## src/rtl/flow_pkg.sv

```systemverilog
// Shared defaults for the flow datapath stages (converters and FIFO).
// Provides the default data width, FIFO depth and a constant clog2 helper.
package flow_pkg;

   localparam int FLOW_DATAW = 8;
   localparam int FLOW_DEPTH = 8;

   // Constant function usable in parameter expressions; clog2(1) returns 0.
   function automatic int clog2(input int value);
      int result;
      int remaining;
      result    = 0;
      remaining = value - 1;
      while (remaining > 0) begin
         result    = result + 1;
         remaining = remaining >> 1;
      end
      return result;
   endfunction

endpackage

```

## src/rtl/flow_fifo_ram.sv

```systemverilog
// DEPTH x DATAW storage for flow_fifo_vldrdy: one synchronous write port and
// an asynchronous read port, so the FIFO head is visible in the same cycle.
module flow_fifo_ram
   import flow_pkg::*;
#(
   parameter int DATAW = FLOW_DATAW,
   parameter int DEPTH = FLOW_DEPTH,
   localparam int ADDRW = clog2(DEPTH)
) (
   input  logic             clk,
   input  logic             wr_en,
   input  logic [ADDRW-1:0] wr_addr,
   input  logic [DATAW-1:0] wr_data,
   input  logic [ADDRW-1:0] rd_addr,
   output logic [DATAW-1:0] rd_data
);

   // Contents are never reset; the FIFO only reads entries it has written.
   logic [DATAW-1:0] mem [DEPTH];

   always_ff @(posedge clk) begin
      if (wr_en) begin
         mem[wr_addr] <= wr_data;
      end
   end

   assign rd_data = mem[rd_addr];

endmodule

```

## src/rtl/flow_fifo_vldrdy.sv

```systemverilog
// Elastic first-word-fall-through valid/ready FIFO between the 16-to-8 converter
// and the sink. Define FLOW_FIFO_VLDRDY_CNT_EN to add in_cnt/out_cnt handshake counters.
module flow_fifo_vldrdy
   import flow_pkg::*;
#(
   parameter int DATAW = FLOW_DATAW,
   parameter int DEPTH = FLOW_DEPTH,
   localparam int ADDRW = clog2(DEPTH)
) (
   input  logic             clk,
   input  logic             rst,
   input  logic             cfg_en,
   input  logic             src_val,
   output logic             src_rdy,
   input  logic [DATAW-1:0] src_data,
   output logic             dst_val,
   input  logic             dst_rdy,
   output logic [DATAW-1:0] dst_data,
   output logic [ADDRW:0]   level,
   output logic             full,
   output logic             empty
`ifdef FLOW_FIFO_VLDRDY_CNT_EN
   ,
   output logic [31:0]      in_cnt,
   output logic [31:0]      out_cnt
`endif
);

   localparam logic [ADDRW:0] LEVEL_MAX = (ADDRW + 1)'(DEPTH);

   logic [ADDRW-1:0] wr_ptr_reg;
   logic [ADDRW-1:0] rd_ptr_reg;
   logic [ADDRW:0]   level_reg;
   logic [ADDRW:0]   level_next;
   logic [DATAW-1:0] rd_data;
   logic             push;
   logic             pop;

   // Handshake outputs depend only on state, cfg_en and rst, never on the
   // partner's valid/ready, so a full FIFO refuses even when a pop is pending.
   assign full    = (level_reg == LEVEL_MAX);
   assign empty   = (level_reg == '0);
   assign src_rdy = cfg_en & ~full & ~rst;
   assign dst_val = cfg_en & ~empty & ~rst;
   assign push    = src_val & src_rdy;
   assign pop     = dst_val & dst_rdy;
   assign level   = level_reg;

   assign dst_data = dst_val ? rd_data : '0;

   always_comb begin
      level_next = level_reg;
      case ({push, pop})
         2'b10:   level_next = level_reg + 1'b1;
         2'b01:   level_next = level_reg - 1'b1;
         default: level_next = level_reg;
      endcase
   end

   // DEPTH is a power of two, so the pointers wrap naturally at DEPTH-1.
   always_ff @(posedge clk) begin
      if (rst) begin
         wr_ptr_reg <= '0;
         rd_ptr_reg <= '0;
         level_reg  <= '0;
      end else begin
         if (push) begin
            wr_ptr_reg <= wr_ptr_reg + 1'b1;
         end
         if (pop) begin
            rd_ptr_reg <= rd_ptr_reg + 1'b1;
         end
         level_reg <= level_next;
      end
   end

   flow_fifo_ram #(
      .DATAW (DATAW),
      .DEPTH (DEPTH)
   ) u_ram (
      .clk     (clk),
      .wr_en   (push),
      .wr_addr (wr_ptr_reg),
      .wr_data (src_data),
      .rd_addr (rd_ptr_reg),
      .rd_data (rd_data)
   );

`ifdef FLOW_FIFO_VLDRDY_CNT_EN
   logic [31:0] in_cnt_reg;
   logic [31:0] out_cnt_reg;

   // Counters wrap at 2^32, keeping in_cnt - out_cnt == level modulo 2^32.
   always_ff @(posedge clk) begin
      if (rst) begin
         in_cnt_reg  <= '0;
         out_cnt_reg <= '0;
      end else begin
         if (push) begin
            in_cnt_reg <= in_cnt_reg + 32'd1;
         end
         if (pop) begin
            out_cnt_reg <= out_cnt_reg + 32'd1;
         end
      end
   end

   assign in_cnt  = in_cnt_reg;
   assign out_cnt = out_cnt_reg;
`endif

endmodule
```

## config.mk

```make
export PLATFORM = sky130hd
export DESIGN_NAME = flow_fifo_vldrdy
export DESIGN_NICKNAME = d
export VERILOG_FILES = /design/src/rtl/flow_pkg.sv /design/src/rtl/flow_fifo_ram.sv /design/src/rtl/flow_fifo_vldrdy.sv
export SDC_FILE = /design/constraint.sdc
export NUM_CORES = 1
export LEC_CHECK = 0
export CORE_MARGIN = 1
export CORE_UTILIZATION = 50
export CTS_CLUSTER_SIZE = 14
export DETAILED_ROUTE_END_ITERATION = 10
export PLACE_DENSITY = 0.77
export SKIP_CTS_REPAIR_TIMING = 1
export SYNTH_ARGS = -nofsm -noshare
export SYNTH_HDL_FRONTEND = slang
export SYNTH_SLANG_ARGS = --single-unit
```

## constraint.sdc

```tcl
create_clock -name clk -period 4.1 [get_ports clk]
set_input_delay 0.41 -clock clk [delete_from_list [all_inputs] [get_ports clk]]
set_output_delay 0.41 -clock clk [all_outputs]
set_load 0.005 [all_outputs]
```

==> flow_summary_export.csv, run 1 <==
group,metric,value,unit
min_path,whs_path_depth,2,
final_layout,diodes,0,
clock_tree,clk_path_buf_depth,2,
power_and_ir_drop,p_comb_share,4.6,%
global_route,grt_max_degree,17,
worst_setup_path,critPathTopFamily,"buffers and inverters",
logic_synthesis,synthTopCellsByArea,"edfxtp_1, mux4_2, dfxtp_1, mux2i_1, nor2_1",
timing,grt_setup_unrepaired,"false",
detailed_routing,firstDrtPassIters,4,
logic_synthesis,syn_area,3140,um2
worst_setup_path,crit_arrival,2.30,ns
logic_synthesis,ys.warnings.count,0,
placed_design,port_buffers,28,
logic_synthesis,yosys.area.top_type,"edfxtp_1",
job,cap_violations,0,
logic_synthesis,synthMuxAreaShare,15.4,%
worst_setup_path,worst-path-stages,6,
final_layout,area_growth,16.6,%
detailed_routing,wl_met2,2590,um
worst_setup_path,cpPeakStageDelay,0.52,ns
logic_synthesis,synthAdderAreaFrac,1.99,%
placed_design,gp_congestion,0.755,
die,core,5990,um2
power_and_ir_drop,p_int,0.00110,W
logic_synthesis,synthCells,182,
worst_setup_path,crit_top_cell,"clkdlybuf4s50_1",
logic_synthesis,synth_compound_area_share,1.20,%
detailed_routing,routedWlPerCell,17.8,um
timing,period_minus_slack,2.71,ns
timing,slew_headroom,41.0,%
clock_tree,h-tree-depth,3,
detailed_routing,finalWirelength,5350,um
logic_synthesis,ys_ff_latch,77,
logic_synthesis,syn_nets,200,
die,row_count,28,
placed_design,post-dp-hpwl,3510,um
final_layout,layout-drive-gt1-share,18.7,%
worst_setup_path,crit_buf_inv,3,
clock_tree,clock_sinks,77,
final_layout,final_common_cell,"edfxtp_1",
power_and_ir_drop,clkPwrFrac,33.6,%
timing,slew_violations,0,
timing,fmax,369,MHz
timing,worst_pin_slew,0.882,ns
clock_tree,cts-root-buf,"clkbuf_8",
worst_setup_path,worstSetupStartpointType,"primary input",
power_and_ir_drop,p_seq_share,61.8,%
worst_setup_path,cp.required,3.69,ns
detailed_routing,wirelength_met1,2370,um
logic_synthesis,synth_xor_area_share,1.95,%
global_route,grt_usage,18.8,%
final_layout,mostFrequentLayoutCells,"edfxtp_1, clkdlybuf4s50_1, nor2_1",
logic_synthesis,synth_top_family_by_area,"multiplexers",
die,initial_core_util,52.4,%
power_and_ir_drop,switching_power,0.000285,W
timing,skew,0.0105,ns
clock_tree,clk_pin_slew,0.07,ns
worst_setup_path,path_class,"in -> out",
global_route,grt_pass1_wl,8400,um
timing,setup_viol,0,
timing,finalHoldViolations,0,
global_route,overflow,0,
detailed_routing,highest-signal-layer,"met4",
worst_setup_path,critPathMaxFanout,14,
detailed_routing,avgViaCountPerCell,5.54,
worst_setup_path,path_cells,"clkdlybuf4s50_1 > buf_4 > nor2b_1 > nand2_2 > nor2_1 > clkdlybuf4s50_1",
die,die_w,81.3,um
global_route,antenna_found_initial,0,
detailed_routing,drc,0,
detailed_routing,wl_met3,349,um
outcome,run_status,"finished clean",
worst_setup_path,crit_path_top_delay_cell,"clkdlybuf4s50_1",
logic_synthesis,yosysSeqAreaShare,69.5,%
final_layout,fin_nets,238,
detailed_routing,drtIter0Drc,121,
clock_tree,clk_latency,0.34,ns
worst_setup_path,r2r_cells,10,
final_layout,largest_reg_flops,64,
timing,period_share,66.1,%
min_path,hold_class,"reg -> reg",
logic_synthesis,synth_top_area_share,61.2,%
power_and_ir_drop,power_leakage,1.19,nW
die,fp.dieH,81.3,um
detailed_routing,ant_nets,0,
timing,setup_tns,0,ns
logic_synthesis,yosys.area_share.simple,7.93,%
power_and_ir_drop,p_sw_share,20.5,%
timing,fin_hold_ws,0.508,ns
clock_tree,cts_tree,"built",
clock_tree,cts_made_buffers,9,
global_route,grt_pass1_vias,1571,
logic_synthesis,synth_cell_types,34,
logic_synthesis,avgSynthCellArea,17.3,um2
detailed_routing,vias,1662,
power_and_ir_drop,powerDensity,378,nW/um2
power_and_ir_drop,ir_drop,203,uV
die,die_area,6600,um2
worst_setup_path,cp-end-kind,"primary output",
die,ios,29,
==> power groups by stage <==
stage | clock network (W) | registers [W] | logic [W]
6_report | 0.000466 | 0.000856 | 0.0000637
5_1_grt | 0.000518 | 0.000856 | 0.0000703
4_1_cts | 0.000479 | 0.000856 | 0.0000647
3_5_place_dp | 0 | 0.000874 | 0.0000644
3_3_place_gp | 0 | 0.000873 | 0.0000631
2_1_floorplan | 0 | 0.000873 | 0.0000312
==> worst paths after layout <==
kind,startpoint,end,slack [ns]
worst min-delay path,rd_ptr_reg[1],rd_ptr_reg[1],0.51
worst max register to register,level[1],level[2],1.57
worst min register to register,rd_ptr_reg[1],rd_ptr_reg[1],0.51
worst max-delay path,rst,dst_data[0],1.39
==> synthesized netlist by cell type (all sizes together) <==
master / instances
or4: 1
or3: 2
nor2b: 2
or4b: 1
mux4: 16
nand2b: 1
a21oi: 3
buf: 5
xor2: 7
or3b: 1
a41oi: 1
nor4b: 1
nor2: 22
o21ai: 1
nor3: 5
ha: 5
clkbuf: 2
dfxtp: 13
nand2: 6
nand4: 2
o41ai: 1
edfxtp: 64
inv: 4
mux2: 2
nand3: 4
mux2i: 10
==> worst reg2reg max path, stage by stage (launching register included) <==
cell and delay [ns]:
dfxtp_1 0.39, or4_4 0.60, nand3_2 0.12, inv_1 0.07, ha_1 0.25, xor2_1 0.17, ha_1 0.18, a21oi_1 0.15
xor2_1 0.09, or3_1 0.30, a21oi_1 0.14
==> per-stage QoR <==
step / cell area [um2] / setup WS (ns) / power (W) / std cells / utilization (%)
CTS: 3660 / 1.34 / 0.00140 / 300 / 61.1
global placement: 3510 / 1.19 / 0.000936 / 284 / 58.6
detailed placement: 3510 / 1.08 / 0.000938 / 284 / 58.6
global route: 3660 / 1.23 / 0.00144 / 300 / 61.1
floorplan: 3140 / 1.70 / 0.000904 / 182 / -
finish: 3660 / 1.39 / 0.00139 / 300 / 61.1
==> cell type report <==
cell class | instances | area, um2
repair buffers | 34 | 325
clock inverters | 3 | 13.8
flip-flops and latches | 77 | 2180
fillers | 441 | 2330
well taps | 75 | 93.8
clock buffers | 13 | 139
multi-input cells | 94 | 893
inverters | 4 | 15.0
==> routing by layer <==
metal / track usage [%] / vias up
li1: - / 780
met1: 25.8 / 824
met2: 28.3 / 51
met3: 5.39 / 7
met4: 7.68 / 0
met5: 0 / -
==> cells by family (layout without fill, tap and decap cells) <==
kind of cell               count (synthesis)  in the layout
xor gates and xnor gates                   7              7
adders and majority gates                  5              5
AOI/OAI and AO/OA                          6              6
and+or+nand+nor                           48             48
DFF                                       77             77
muxes                                     28             28
buffers and inverters                     11             54
Note: power is estimated with default switching activity, not from simulation.
==> run 2, diff against run 1 <==
- PLACE_DENSITY: 0.77 -> 0.8
- clock period: 4.1 -> 2.3 ns (I/O delays scaled with it)
==> run 2 against run 1 <==
  * Sequential share of layout area decreased by 5.1 points
  * Die area unchanged
  * Utilization increased by 5.9 points
  * Wire length increased by 12%
  * Sequential power increased by 78%
  * Cell count increased by 8.7%
  * Combinational power increased by 130%
  * First-iteration DRC count decreased by 16%
  * Critical path type is now reg -> reg
  * Critical endpoint is now level[2]
  * Largest cell class unchanged
==> flow_summary_export.csv, run 2 (same netlist as run 1, synthesis figures left out) <==
group,metric,value,unit
outcome,run_status,"finished clean",
worst_setup_path,crit_path_top_delay_cell,"or4_4",
die,ios,29,
worst_setup_path,rrSetupSlack,0.05,ns
timing,fin_ws,0.0507,ns
detailed_routing,drtIter0Drc,102,
clock_tree,cts-root-buf,"clkbuf_8",
worst_setup_path,path_cells,"or4_4 > nand3_2 > inv_2 > ha_4 > xor2_1 > ha_1 > a21oi_2 > xor2_1 > or3_1 > a21oi_2",
detailed_routing,finalWirelength,5980,um
worst_setup_path,critPathTopFamily,"simple AND/OR/NAND/NOR gates",
die,fp.dieH,81.3,um
final_layout,register_area,2190,um2
worst_setup_path,crit_arrival,2.53,ns
die,core,5990,um2
clock_tree,clk_path_buf_depth,2,
power_and_ir_drop,ir_drop,398,uV
final_layout,area_growth,27.9,%
job,cap_violations,0,
power_and_ir_drop,powerDensity,662,nW/um2
worst_setup_path,cpPeakStageDelay,0.54,ns
final_layout,mostFrequentLayoutCells,"edfxtp_1, buf_4, nor2_1",
timing,period_minus_slack,2.25,ns
worst_setup_path,critPathMaxFanout,5,
clock_tree,h-tree-depth,3,
placed_design,dpl-instance-area,3700,um2
power_and_ir_drop,power_leakage,1.49,nW
detailed_routing,avgViaCountPerCell,5.46,
clock_tree,clk_pin_slew,0.08,ns
final_layout,layout-drive-gt1-share,32.7,%
timing,setup_tns,0,ns
final_layout,largest_reg_flops,64,
final_layout,multiInputGateArea,956,um2
global_route,grt_pass1_wl,8830,um
detailed_routing,vias,1779,
timing,fin_hold_ws,0.517,ns
power_and_ir_drop,clkPwrFrac,37.2,%
worst_setup_path,worstSetupStartpointType,"register",
die,row_count,28,
final_layout,fillCellCount,409,
final_layout,diodes,0,
timing,finalHoldViolations,0,
worst_setup_path,cp-end-kind,"register",
final_layout,final_common_cell,"edfxtp_1",
min_path,hold_class,"reg -> reg",
global_route,overflow,0,
worst_setup_path,crit_buf_inv,1,
global_route,grt_usage,19.5,%
final_layout,fin_nets,264,
worst_setup_path,cp.required,2.58,ns
detailed_routing,ant_nets,0,
timing,period_share,97.8,%
timing,setup_viol,0,
clock_tree,cts_made_buffers,9,
power_and_ir_drop,switching_power,0.000536,W
timing,grt_setup_unrepaired,"true",
global_route,grt_max_degree,17,
power_and_ir_drop,p_seq_share,57.3,%
die,initial_core_util,52.4,%
timing,slew_headroom,61.7,%
die,die_area,6600,um2
global_route,grt_pass1_vias,1711,
clock_tree,clk_latency,0.34,ns
global_route,antenna_found_initial,0,
placed_design,post-dp-hpwl,3860,um
detailed_routing,drc,0,
timing,skew,0.0106,ns
detailed_routing,routedWlPerCell,18.4,um
timing,fmax,445,MHz
final_layout,fin_util,67.0,%
clock_tree,cts_tree,"built",
placed_design,gp_congestion,0.770,
detailed_routing,firstDrtPassIters,4,
worst_setup_path,path_class,"reg -> reg",
final_layout,fin_area,4020,um2
power_and_ir_drop,p_int,0.00212,W
timing,worst_pin_slew,0.574,ns
timing,slew_violations,0,
clock_tree,clock_sinks,77,
placed_design,pre_cts_ws,-0.164,ns
placed_design,port_buffers,28,
die,die_w,81.3,um
power_and_ir_drop,p_sw_share,20.1,%
power_and_ir_drop,p_comb_share,5.5,%
[run 2: cell count changes in the layout (fill, tap and decap cells not counted), moves of 2 or more]
cell	before	now
a21oi_1	3	1
a21oi_2	0	2
buf_4	6	30
clkbuf_1	4	2
clkdlybuf4s50_1	28	21
clkinv_2	2	0
clkinvlp_4	0	2
dfxtp_1	13	9
dfxtp_2	0	3
dlymetal6s2s_1	0	7
ha_1	5	3
[run 2: final timing paths]
| path | from | to | cells after the start |
|---|---|---|---|
| max | level[3] | level[2] | 10 |
| min | rd_ptr_reg[1] | rd_ptr_reg[1] | 2 |
| max reg2reg | level[3] | level[2] | 10 |
| min reg2reg | rd_ptr_reg[1] | rd_ptr_reg[1] | 2 |
[run 2: per-stage QoR]
step                total power [W]  std cells
finish                      0.00266        326
CTS                         0.00267        319
global placement            0.00169        303
detailed placement          0.00169        303
floorplan                   0.00161        182
global route                0.00274        326
[run 2: cell type report]
cell class	instances	area share (%)
clock buffer	12	3.61
clock inverter	4	1.21
inverter	4	0.374
multi-input combinational	94	23.8
sequential	77	54.5
tap	75	2.34
timing repair buffer	60	14.1
[run 2: power groups by stage]
| stage | registers [W] | clock network (W) | logic [W] |
|---|---|---|---|
| 6_report | 0.00152 | 0.000990 | 0.000147 |
| 5_1_grt | 0.00152 | 0.00106 | 0.000159 |
| 4_1_cts | 0.00152 | 0.00101 | 0.000138 |
| 3_5_place_dp | 0.00155 | 0 | 0.000137 |
| 3_3_place_gp | 0.00155 | 0 | 0.000134 |
| 2_1_floorplan | 0.00156 | 0 | 0.0000577 |
[run 2: layer usage]
layer  up-vias  track usage [%]  share of wire [%]
li1        832                -                  -
met1       889             25.3                 43
met2        51             31.8                 50
met3         7             3.15                5.4
met4         0             10.2                1.4
met5         -                0                  0
[run 2: tightest hold or removal path: cells and delay by family, from the launching register on]
| family | cells | cell delay, ns |
|---|---|---|
| simple gates | 1 | 0.06 |
| flops | 1 | 0.32 |
| compound gates | 1 | 0.08 |
==> run 3, diff against run 2 <==
- CTS_BUF_LIST: default -> sky130_fd_sc_hd__clkbuf_4 sky130_fd_sc_hd__clkbuf_8 sky130_fd_sc_hd__clkbuf_16
- SKIP_CTS_REPAIR_TIMING: 1 -> default
==> run 3 against run 2 <==
  * First-iteration DRC count is 2.9% higher
  * Via count is 1.2% higher
  * Count of clock-buffer cells in the layout stayed put
  * Fmax is 1.7% lower
  * Die area stayed put
  * Cell area is 0.37% higher
  * Largest power group unchanged
  * Highest routed layer unchanged
  * Clock power hardly changed
==> flow_summary_export.csv, run 3 (same netlist as run 1, synthesis figures left out) <==
group,metric,value,unit
outcome,run_status,"finished clean",
global_route,grt_pass1_vias,1729,
die,ios,29,
global_route,met1_usage,26.3,%
placed_design,post-dp-hpwl,3860,um
worst_setup_path,critPathTopFamily,"simple AND/OR/NAND/NOR gates",
worst_setup_path,cpPeakStageDelay,0.54,ns
final_layout,fin_area,4030,um2
die,die_area,6600,um2
detailed_routing,avgViaCountPerCell,5.49,
worst_setup_path,crit_arrival,2.56,ns
global_route,grt_use_met3,2.70,%
die,row_count,28,
die,core,5990,um2
worst_setup_path,path_cells,"or4_4 > nand3_2 > inv_2 > ha_4 > xor2_1 > ha_1 > a21oi_2 > xor2_1 > or3_1 > a21oi_2",
timing,setup_tns,0,ns
die,initial_core_util,52.4,%
final_layout,diodes,0,
clock_tree,ctsHoldBuffers,0,
final_layout,area_growth,28.4,%
detailed_routing,finalWirelength,6060,um
detailed_routing,drc,0,
final_layout,fillCellCount,398,
timing,fmax,437,MHz
placed_design,port_buffers,28,
die,fp.dieH,81.3,um
global_route,overflow,0,
global_route,top_usage_layer,"met2",
global_route,grt_pass1_wl,9030,um
final_layout,final_common_cell,"edfxtp_1",
worst_setup_path,path_class,"reg -> reg",
final_layout,layout-drive-gt1-share,33.6,%
detailed_routing,routedWlPerCell,18.5,um
final_layout,fin_nets,266,
clock_tree,clock_sinks,77,
global_route,antenna_found_initial,0,
clock_tree,clk_latency,0.34,ns
timing,worst_pin_slew,0.583,ns
placed_design,dpl-instance-area,3700,um2
timing,skew,0.00911,ns
global_route,grt_usage,20.0,%
worst_setup_path,crit_path_top_delay_cell,"or4_4",
timing,slew_headroom,61.1,%
timing,finalHoldViolations,0,
clock_tree,clk_pin_slew,0.08,ns
global_route,grt_max_degree,17,
detailed_routing,ant_nets,0,
worst_setup_path,critPathMaxFanout,5,
worst_setup_path,cp-end-kind,"register",
timing,period_share,99.5,%
clock_tree,cts_made_buffers,9,
timing,slew_violations,0,
worst_setup_path,worstReg2RegStart,"level[3]",
power_and_ir_drop,ir_drop,380,uV
detailed_routing,firstDrtPassIters,4,
worst_setup_path,crit_start,"level[3]",
clock_tree,h-tree-depth,3,
timing,setup_viol,0,
clock_tree,clk_path_buf_depth,2,
detailed_routing,drtIter0Drc,105,
timing,period_minus_slack,2.29,ns
final_layout,largest_reg_flops,64,
final_layout,mostFrequentLayoutCells,"edfxtp_1, buf_4, nor2_1",
job,cap_violations,0,
timing,grt_setup_unrepaired,"true",
power_and_ir_drop,power_leakage,1.49,nW
placed_design,gp_congestion,0.770,
worst_setup_path,crit_buf_inv,1,
die,die_w,81.3,um
min_path,hold_class,"reg -> reg",
clock_tree,cts_tree,"built",
final_layout,multiInputGateArea,951,um2
worst_setup_path,worstSetupStartpointType,"register",
worst_setup_path,cp.required,2.57,ns
clock_tree,cts-root-buf,"clkbuf_8",
global_route,met2_usage,32.6,%
final_layout,register_area,2190,um2
detailed_routing,vias,1801,
min_path,min_from,"rd_ptr_reg[1]",
power_and_ir_drop,powerDensity,666,nW/um2
run 3: layout make-up:
class | count | area share (%)
flip-flops and latches | 77 | 54.3
well taps | 75 | 2.33
multi-input cells | 94 | 23.6
inverters | 4 | 0.372
clock inverters | 4 | 1.21
repair buffers | 62 | 14.4
clock buffers | 12 | 3.79
run 3: through the flow:
stage	hold slack (ns)	std cells	setup WS, ns	utilization (%)	power, W
floorplan	0.329	182	0.0175	-	0.00161
global placement	0.467	303	-0.0711	61.7	0.00169
detailed placement	0.510	303	-0.164	61.7	0.00169
CTS	0.520	320	0.00435	65.9	0.00270
global route	0.545	328	-0.0656	67.3	0.00277
finish	0.515	328	0.0125	67.3	0.00269
run 3: what timing repair did:
action | in CTS | in global routing
buffers inserted | 0 | 8
setup endpoints to repair | 10 | 8
gates resized for setup | 8 | 9
gates cloned | 1 | 0
pin swaps | 1 | 2
run 3: worst min-delay path, stage by stage, from the launching register on:
cell	delay (ns)
dfxtp_1	0.32
nand2_1	0.06
a21oi_1	0.08
run 3: worst paths after layout:
check,endpoint,slack [ns],depth (start not counted)
setup reg to reg,level[2],0.01,10
hold / removal,rd_ptr_reg[1],0.52,2
setup / recovery,level[2],0.01,10
hold reg to reg,rd_ptr_reg[1],0.52,2
run 3: routing by layer:
metal / wire (um) / vias up
li1: - / 837
met1: 2600 / 904
met2: 3060 / 48
met3: 288 / 12
met4: 107 / 0
met5: 0 / -
run 3: power breakdown:
part	switching, W	internal [W]
sequential	0.00000678	0.00152
combinational	0.0000679	0.0000797
clock	0.000463	0.000552
total	0.000538	0.00215
